## src/rtl/cpu_pkg.sv

```systemverilog
// Shared definitions for the 16-bit 5-stage pipeline: hazard FSM encoding
// and datapath widths.
package cpu_pkg;

  localparam int REG_AW = 4;
  localparam int DATA_W = 16;

  typedef enum logic [1:0] {
    IDLE = 2'b00,
    WAIT = 2'b01,
    HALT = 2'b10,
    ERR  = 2'b11
  } state_t;

endpackage

```

## src/rtl/hazard_detect.sv

```systemverilog
// Load-use compare: the ID instruction reads a register the EX load is
// still fetching. r0 is hardwired, so a load to r0 never creates a hazard.
module hazard_detect
  import cpu_pkg::*;
(
  input  logic [REG_AW-1:0] id_src1,
  input  logic [REG_AW-1:0] id_src2,
  input  logic              id_re1,
  input  logic              id_re2,
  input  logic              ex_ld,
  input  logic [REG_AW-1:0] ex_dst,
  output logic              loadUse
);

  logic hit1;
  logic hit2;

  assign hit1    = id_re1 && (id_src1 == ex_dst);
  assign hit2    = id_re2 && (id_src2 == ex_dst);
  assign loadUse = ex_ld && (ex_dst != '0) && (hit1 || hit2);

endmodule

```

## src/rtl/hazard_ctrl.sv

```systemverilog
// Stall/flush sequencer: data-memory wait FSM with timeout, halt freeze,
// branch squash and load-use bubble, plus a saturating stall counter.
module hazard_ctrl
  import cpu_pkg::*;
#(
  parameter int TIMEOUT = 64,
  parameter int CNT_W   = 16
) (
  input  logic              clk,
  input  logic              rst_n,
  input  logic [REG_AW-1:0] id_src1,
  input  logic [REG_AW-1:0] id_src2,
  input  logic              id_re1,
  input  logic              id_re2,
  input  logic              ex_ld,
  input  logic [REG_AW-1:0] ex_dst,
  input  logic              ex_br_taken,
  input  logic              mem_req,
  input  logic              dmem_rdy,
  input  logic              wb_hlt,
  output logic              stallPC,
  output logic              stallIF,
  output logic              stallID,
  output logic              stallEX,
  output logic              stallMEM,
  output logic              flushIF,
  output logic              flushID,
  output logic              flushEX,
  output logic              flushMEM,
  output logic              halted,
  output logic              mem_err,
  output logic [CNT_W-1:0]  stall_cnt,
  output logic [1:0]        dbgState
);

  localparam int WC_W = $clog2(TIMEOUT + 1);

  state_t          state;
  state_t          nextState;
  logic [WC_W-1:0] waitCnt;
  logic [WC_W-1:0] nextWait;
  logic            memWait;
  logic            loadUse;

  hazard_detect uDetect (
    .id_src1 (id_src1),
    .id_src2 (id_src2),
    .id_re1  (id_re1),
    .id_re2  (id_re2),
    .ex_ld   (ex_ld),
    .ex_dst  (ex_dst),
    .loadUse (loadUse)
  );

  always_ff @(posedge clk or negedge rst_n) begin
    if (!rst_n) begin
      state   <= IDLE;
      waitCnt <= '0;
    end else begin
      state   <= nextState;
      waitCnt <= nextWait;
    end
  end

  // Halt in WB wins over a new wait; inside WAIT it is ignored because
  // MEM_WB keeps presenting it until we are back in IDLE.
  always_comb begin
    nextState = state;
    nextWait  = waitCnt;
    case (state)
      IDLE: begin
        if (wb_hlt) begin
          nextState = HALT;
        end else if (mem_req && !dmem_rdy) begin
          nextState = WAIT;
          nextWait  = WC_W'(1);
        end
      end
      WAIT: begin
        if (dmem_rdy) begin
          nextState = IDLE;
          nextWait  = '0;
        end else if (waitCnt == WC_W'(TIMEOUT - 1)) begin
          nextState = ERR;
        end else begin
          nextWait = waitCnt + 1'b1;
        end
      end
      default: ;
    endcase
  end

  assign memWait = ((state == IDLE) && mem_req && !dmem_rdy) ||
                   ((state == WAIT) && !dmem_rdy);

  always_comb begin
    stallPC  = 1'b0;
    stallIF  = 1'b0;
    stallID  = 1'b0;
    stallEX  = 1'b0;
    stallMEM = 1'b0;
    flushIF  = 1'b0;
    flushID  = 1'b0;
    if (!rst_n) begin
      stallPC = 1'b0;
    end else if ((state == HALT) || (state == ERR) || memWait) begin
      // A held branch in EX is re-applied once the freeze lifts.
      stallPC  = 1'b1;
      stallIF  = 1'b1;
      stallID  = 1'b1;
      stallEX  = 1'b1;
      stallMEM = 1'b1;
    end else if (ex_br_taken) begin
      flushIF = 1'b1;
      flushID = 1'b1;
    end else if (loadUse) begin
      stallPC = 1'b1;
      stallIF = 1'b1;
      flushID = 1'b1;
    end
  end

  assign flushEX  = 1'b0;
  assign flushMEM = 1'b0;
  assign halted   = (state == HALT);
  assign mem_err  = (state == ERR);
  assign dbgState = state;

  always_ff @(posedge clk or negedge rst_n) begin
    if (!rst_n) begin
      stall_cnt <= '0;
    end else if (stallPC && (stall_cnt != '1)) begin
      stall_cnt <= stall_cnt + 1'b1;
    end
  end

endmodule

```

## config.mk

```make
export PLATFORM = sky130hd
export DESIGN_NAME = hazard_ctrl
export DESIGN_NICKNAME = d
export VERILOG_FILES = /design/src/rtl/cpu_pkg.sv /design/src/rtl/hazard_detect.sv /design/src/rtl/hazard_ctrl.sv
export SDC_FILE = /design/constraint.sdc
export NUM_CORES = 1
export LEC_CHECK = 0
export ABC_AREA = 1
export CORE_ASPECT_RATIO = 0.8
export CORE_UTILIZATION = 48
export DETAILED_ROUTE_END_ITERATION = 16
export PLACE_DENSITY_LB_ADDON = 0.12
export RECOVER_POWER = 50
export SLEW_MARGIN = 20
export SYNTH_ARGS = -nofsm -noshare
export SYNTH_HDL_FRONTEND = slang
export SYNTH_SLANG_ARGS = --single-unit
```

## constraint.sdc

```tcl
create_clock -name clk -period 2.1 [get_ports clk]
set_input_delay 0.42 -clock clk [delete_from_list [all_inputs] [get_ports clk]]
set_output_delay 0.42 -clock clk [all_outputs]
set_load 0.01 [all_outputs]
```

==> impl_metrics.toml, run 1 <==
[route]
drtIter0Drc = 76
antenna_left = 0
route.met2.wl_um = 1620
dr.pass1.iters = 5
wl_um = 3810
highest_layer = "met4"
dr_wl_met3_um = 177
wl_per_cell_um = 10.9
drt-met1-wl_um = 2000
route.detailed.drc = 0
vias = 1699
routed_via_density = 4.84

[run]
drv_cap = 0

[placement]
io_buffers = 47
dpl_cell_area_sq_um = 2290
hpwl_um = 2910
place_congestion = 0.868

[run_status]
run_status = "completed"

[sta]
finalHoldViolCount = 0
period_share = 0.953
fin_skew_ns = 0.00221
fmax_mhz = 500
tns_ns = 0
whs_ns = 0.513
setup_viol = 0
period_minus_slack_ns = 2.00
tightest_slew_ns = 0.885
drv_slew = 0
grt_setup_unrepaired = "no"
max_slew_margin = 0.410

[cts]
clock-sinks = 25
tritoncts = "yes"
clk_latency_ns = 0.27
cts-root-buf = "clkbuf_8"
clockBufferDepth = 2
cts_made_buffers = 3
h-tree-depth = 1
clk_pin_slew_ns = 0.08

[critical_path]
start_kind = "register"
critical_path.slowest_cell = "dfrtp_2"
path_depth = 9
path_class = "reg2out"
cp_max_fo = 5
cp.buffers_inverters = 5
critPathMaxStageDelay_ns = 0.45
crit_family = "buffers and inverters"
reg2reg_setup_slack_ns = 0.34
rr_worst_depth = 12
required_ns = 1.68
path_cells = "inv_2, nand2_2, o21ai_2, nor2_2, buf_4, buf_4, inv_2, nand2_4, buf_6"
crit_arrival_ns = 1.58
worstSetupEndpointType = "output port"

[synthesis]
synth_top_family_by_area = "simple AND/OR/NAND/NOR gates"
yosysUniqueCellTypes = 30
avgSynthCellArea_sq_um = 7.03
yosys.area_share.simple = 0.405
synth_fa_ha_area_frac = 0.0140
syn_inst = 254
synth_mux_area_frac = 0
ys_seq_area_frac = 0.350
synth_warnings = 0
syn_area_sq_um = 1790
synth_xor_area_frac = 0.0637
synth_seq_cells = 25
synth-compound-area-share = 0.0532

[pwr]
vdd_drop_max_mv = 0.407
leakage_nw = 1.24
power_density_nw_per_um2 = 493

[die]
die_w_um = 70.2
design.core.area_sq_um = 3490
start_util = 0.511
rows = 19
io_pins = 50
die_h_um = 56.6
dieArea_sq_um = 3970

[hold_path]
holdPathStages = 2
hp-class = "reg2reg"

[global_routing]
grt_max_degree = 22
grtUsageTotal = 0.207
antenna_found_initial = 0
globalRouteOverflowTotal = 0
grt_pass1_vias = 1539
grt_first_pass_wirelength_um = 6650

[cells_and_area]
design_area_sq_um = 2370
final_cell_mix = "nand2_1, nand3_1, clkdlybuf4s50_1"
final_common_cell = "nand2_1"
syn2layout_area_growth_pct = 32.6
n_antenna_cell = 0
drive_gt1_frac = 0.139
nets = 333
==> state kept, by name, indices dropped and copies added (netlist names) <==
signal     cells
stall_cnt     16
waitCnt        7
dbgState       2
==> layer usage <==
layer,global-route usage,vias to the layer above
met5,0,-
met4,0.0257,0
met3,0.0467,3
met2,0.330,34
met1,0.297,763
li1,-,899
==> metrics by stage <==
stage	total power, mW	utilization	std cells	setup slack, ns
final	1.17	0.678	351	0.0985
after global routing	1.25	0.678	351	0.000443
after CTS	1.19	0.673	350	0.0207
after detailed placement	0.902	0.657	343	-0.450
after global placement	0.894	0.657	343	-0.410
after floorplan	0.739	-	255	0.320
==> where the power goes <==
group / switching (mW) / internal, mW / leakage, nW
logic: 0.135 / 0.170 / 0.890
registers: 0.0589 / 0.522 / 0.328
clock network: 0.146 / 0.136 / 0.0228
==> tightest hold or removal path, stage by stage, from the launching register on <==
cell,delay [ns]
dfrtp_1,0.38
nand2_1,0.07
a21oi_1,0.04
==> kinds of logic (layout without fill, tap and decap cells) <==
| kind of cell | after synthesis | in the layout |
|---|---|---|
| and+or+nand+nor | 155 | 155 |
| buffers and inverters | 41 | 95 |
| DFF | 25 | 25 |
| AOI/OAI and AO/OA | 17 | 17 |
| xor gates and xnor gates | 13 | 13 |
| adders and majority gates | 2 | 2 |
| other | 1 | 2 |
==> synthesized netlist by cell type, drive strengths merged <==
cell type | count | area (sq um)
o21ai | 8 | 40.0
or2 | 1 | 6.26
nor2 | 26 | 118
xor2 | 8 | 70.1
conb | 1 | 3.75
nand2 | 85 | 349
buf | 9 | 78.8
nor3 | 6 | 46.3
dfrtp | 25 | 626
o211ai | 2 | 15.0
a21boi | 1 | 7.51
ha | 2 | 25.0
inv | 32 | 120
nor4 | 1 | 6.26
a21oi | 5 | 25.0
and3 | 1 | 6.26
nand4 | 2 | 12.5
o21a | 1 | 7.51
xnor2 | 5 | 43.8
nand3 | 33 | 180
==> area by class of cell <==
class,instances,area [sq um]
Clock buffer,4,45.0
Fill cell,318,1130
Inverter,32,120
Multi-Input combinational cell,189,976
Sequential cell,25,628
Tap cell,42,52.6
Timing Repair Buffer,59,547
==> worst paths after layout <==
| kind | startpoint | end |
|---|---|---|
| worst min-delay path | waitCnt[6]$_DFFE_PN0P_ | waitCnt[6]$_DFFE_PN0P_ |
| worst max register to register | dbgState[1]$_DFFE_PN0P_ | stall_cnt[14]$_DFFE_PN0P_ |
| worst max-delay path | dbgState[1]$_DFFE_PN0P_ | stallIF |
| max in group asynchronous | rst_n | dbgState[0]$_DFFE_PN0P_ |
| worst min register to register | waitCnt[6]$_DFFE_PN0P_ | waitCnt[6]$_DFFE_PN0P_ |
| min in group asynchronous | rst_n | stall_cnt[0]$_DFFE_PN0P_ |
==> timing repair <==
item                       CTS  global route
gates resized for setup     34            10
hold buffers                 0             0
setup buffers                3             1
setup endpoints to repair    7             3
pin swaps                    3             5
No activity file was read; power rests on OpenSTA's default activity.
==> run 2: changes to the inputs <==
CORE_ASPECT_RATIO = 1.75   (was 0.8)
GPL_ROUTABILITY_DRIVEN = 1   (was not set)
==> run 2 against run 1 <==
  * Sequential power about the same
  * Die area increased by 0.21%
  * Critical endpoint is now flushID
  * Worst setup slack improved by 0.015 ns
  * Via count increased by 1.9%
  * Highest routed layer unchanged
  * Worst hold slack got worse by 0.011 ns
==> impl_metrics.toml, run 2 (synthesized netlist as in run 1, its figures left out) <==
[global_routing]
use_met1 = 0.246
antenna_found_initial = 0
grt_pass1_vias = 1545
grt_util_met3 = 0.0283
grt_busiest_layer = "met2"
globalRouteOverflowTotal = 0
met2_usage = 0.411
grt_first_pass_wirelength_um = 6430
grt_max_degree = 26
grtUsageTotal = 0.226

[route]
wl_per_cell_um = 11.4
route.detailed.drc = 0
vias = 1732
wl_um = 4050
antenna_left = 0
routed_via_density = 4.87
dr.pass1.iters = 4
drtIter0Drc = 32

[critical_path]
rr_worst_depth = 11
path_class = "in2out"
start_kind = "input pin"
cp_max_fo = 2
worst_r2r_startpoint = "stall_cnt[0]$_DFFE_PN0P_"
worstSetupEndpointType = "output port"
r2r_end = "stall_cnt[11]$_DFFE_PN0P_"
required_ns = 1.68
crit_arrival_ns = 1.57
reg2reg_setup_slack_ns = 0.34

[placement]
place_congestion = 0.881
place_inst = 350
dpl_cell_area_sq_um = 2320
io_buffers = 47
hpwl_um = 3170

[cells_and_area]
fillers = 326
fin_cells = 356
nets = 334
drive_gt1_frac = 0.126
largest_reg_flops = 16
largest-register = "stall_cnt"
syn2layout_area_growth_pct = 33.3
design_area_sq_um = 2380
final_common_cell = "nand2_1"
n_antenna_cell = 0
final_cell_mix = "nand2_1, nand3_1, inv_1"

[sta]
drv_slew = 0
setup_viol = 0
period_minus_slack_ns = 1.99
period_share = 0.946
tns_ns = 0
whs_ns = 0.502
grt_setup_unrepaired = "no"
max_slew_margin = 0.572
tightest_slew_ns = 0.643
finalHoldViolCount = 0
fmax_mhz = 503
fin_skew_ns = 0.00790

[die]
design.core.area_sq_um = 3590
start_util = 0.497
rows = 29
dieArea_sq_um = 3980
die_w_um = 48.1
die_h_um = 82.7
io_pins = 50

[cts]
tritoncts = "yes"
cts_made_buffers = 3
clock-sinks = 25
clk_pin_slew_ns = 0.08
clockBufferDepth = 2
h-tree-depth = 1
clk_latency_ns = 0.28
cts-root-buf = "clkbuf_8"

[pwr]
leakage_nw = 1.26
power_density_nw_per_um2 = 499
design_power_total_mw = 1.19
vdd_drop_max_mv = 0.520

[hold_path]
hold_start = "stall_cnt[15]$_DFFE_PN0P_"
holdPathStages = 2
hp-class = "reg2reg"
whs_endpoint = "stall_cnt[15]$_DFFE_PN0P_"

[run]
drv_cap = 0

[run_status]
run_status = "completed"
-- run 2: cell count changes in the layout (fill, tap and decap cells not counted), moves of 2 or more --
cell,previous run,this run
clkdlybuf4s50_1,30,26
dlygate4sd3_1,0,4
buf_2,3,1
clkdlybuf4s15_2,1,3
dfrtp_1,23,25
dfrtp_2,2,0
nand2_1,78,80
nand2_2,4,2
-- run 2: critical path: stages --
cell,delay (ns)
clkdlybuf4s50_1,0.41
nand2_1,0.07
nand2_1,0.05
nor2_1,0.10
nand3_1,0.09
nand2_2,0.09
nand2_1,0.05
a21oi_1,0.14
buf_2,0.14
-- run 2: power breakdown --
part           internal, mW  leakage, nW  switching [mW]
Clock                 0.135       0.0217           0.162
Combinational         0.169        0.904           0.140
Sequential            0.522        0.330          0.0619
Total                 0.826         1.26           0.363
-- run 2: cell type report --
class / instances / area (sq um) / area share
clock buffer: 3 / 41.3 / 0.0173
clock inverter: 1 / 7.51 / 0.00315
sequential: 25 / 626 / 0.263
tap: 46 / 57.6 / 0.0242
timing repair buffer: 60 / 561 / 0.235
inverter: 32 / 120 / 0.0504
multi-input combinational: 189 / 968 / 0.407
-- run 2: worst max-delay path by stage --
stage                     depth (start not counted)       to  slack [ns]                     from
after floorplan                                   8  stallPC        0.32  dbgState[1]$_DFFE_PN0P_
after detailed placement                         10  stallPC       -0.47                ex_dst[3]
final                                             9  flushID        0.11               id_src1[0]
after global placement                           10  stallPC       -0.45                ex_dst[2]
after global routing                              9  flushID       0.005               id_src1[0]
after CTS                                        10  flushID        0.03               id_src1[1]
-- run 2: timing repair --
| item | 4_1_cts | 5_1_grt |
|---|---|---|
| resized for setup | 32 | 7 |
| pin swaps | 3 | 4 |
| hold buffers | 0 | 0 |
| cloned | 0 | 0 |
| endpoints found under the setup margin | 7 | 3 |
| buffers inserted | 2 | 0 |
-- run 2: layer usage --
layer  wire, um  vias to the layer above  part of all wire
met2       2240                       40              0.55
met5          0                        -                 0
met4         83                        0             0.020
met3        132                        7             0.033
li1           -                      909                 -
met1       1590                      776              0.39
-- run 2: through the flow --
| stage | utilization | worst slack, ns |
|---|---|---|
| 6_report | 0.663 | 0.114 |
| 5_1_grt | 0.663 | 0.00474 |
| 4_1_cts | 0.665 | 0.0278 |
| 3_5_place_dp | 0.646 | -0.472 |
| 3_3_place_gp | 0.646 | -0.453 |
| 2_1_floorplan | - | 0.320 |
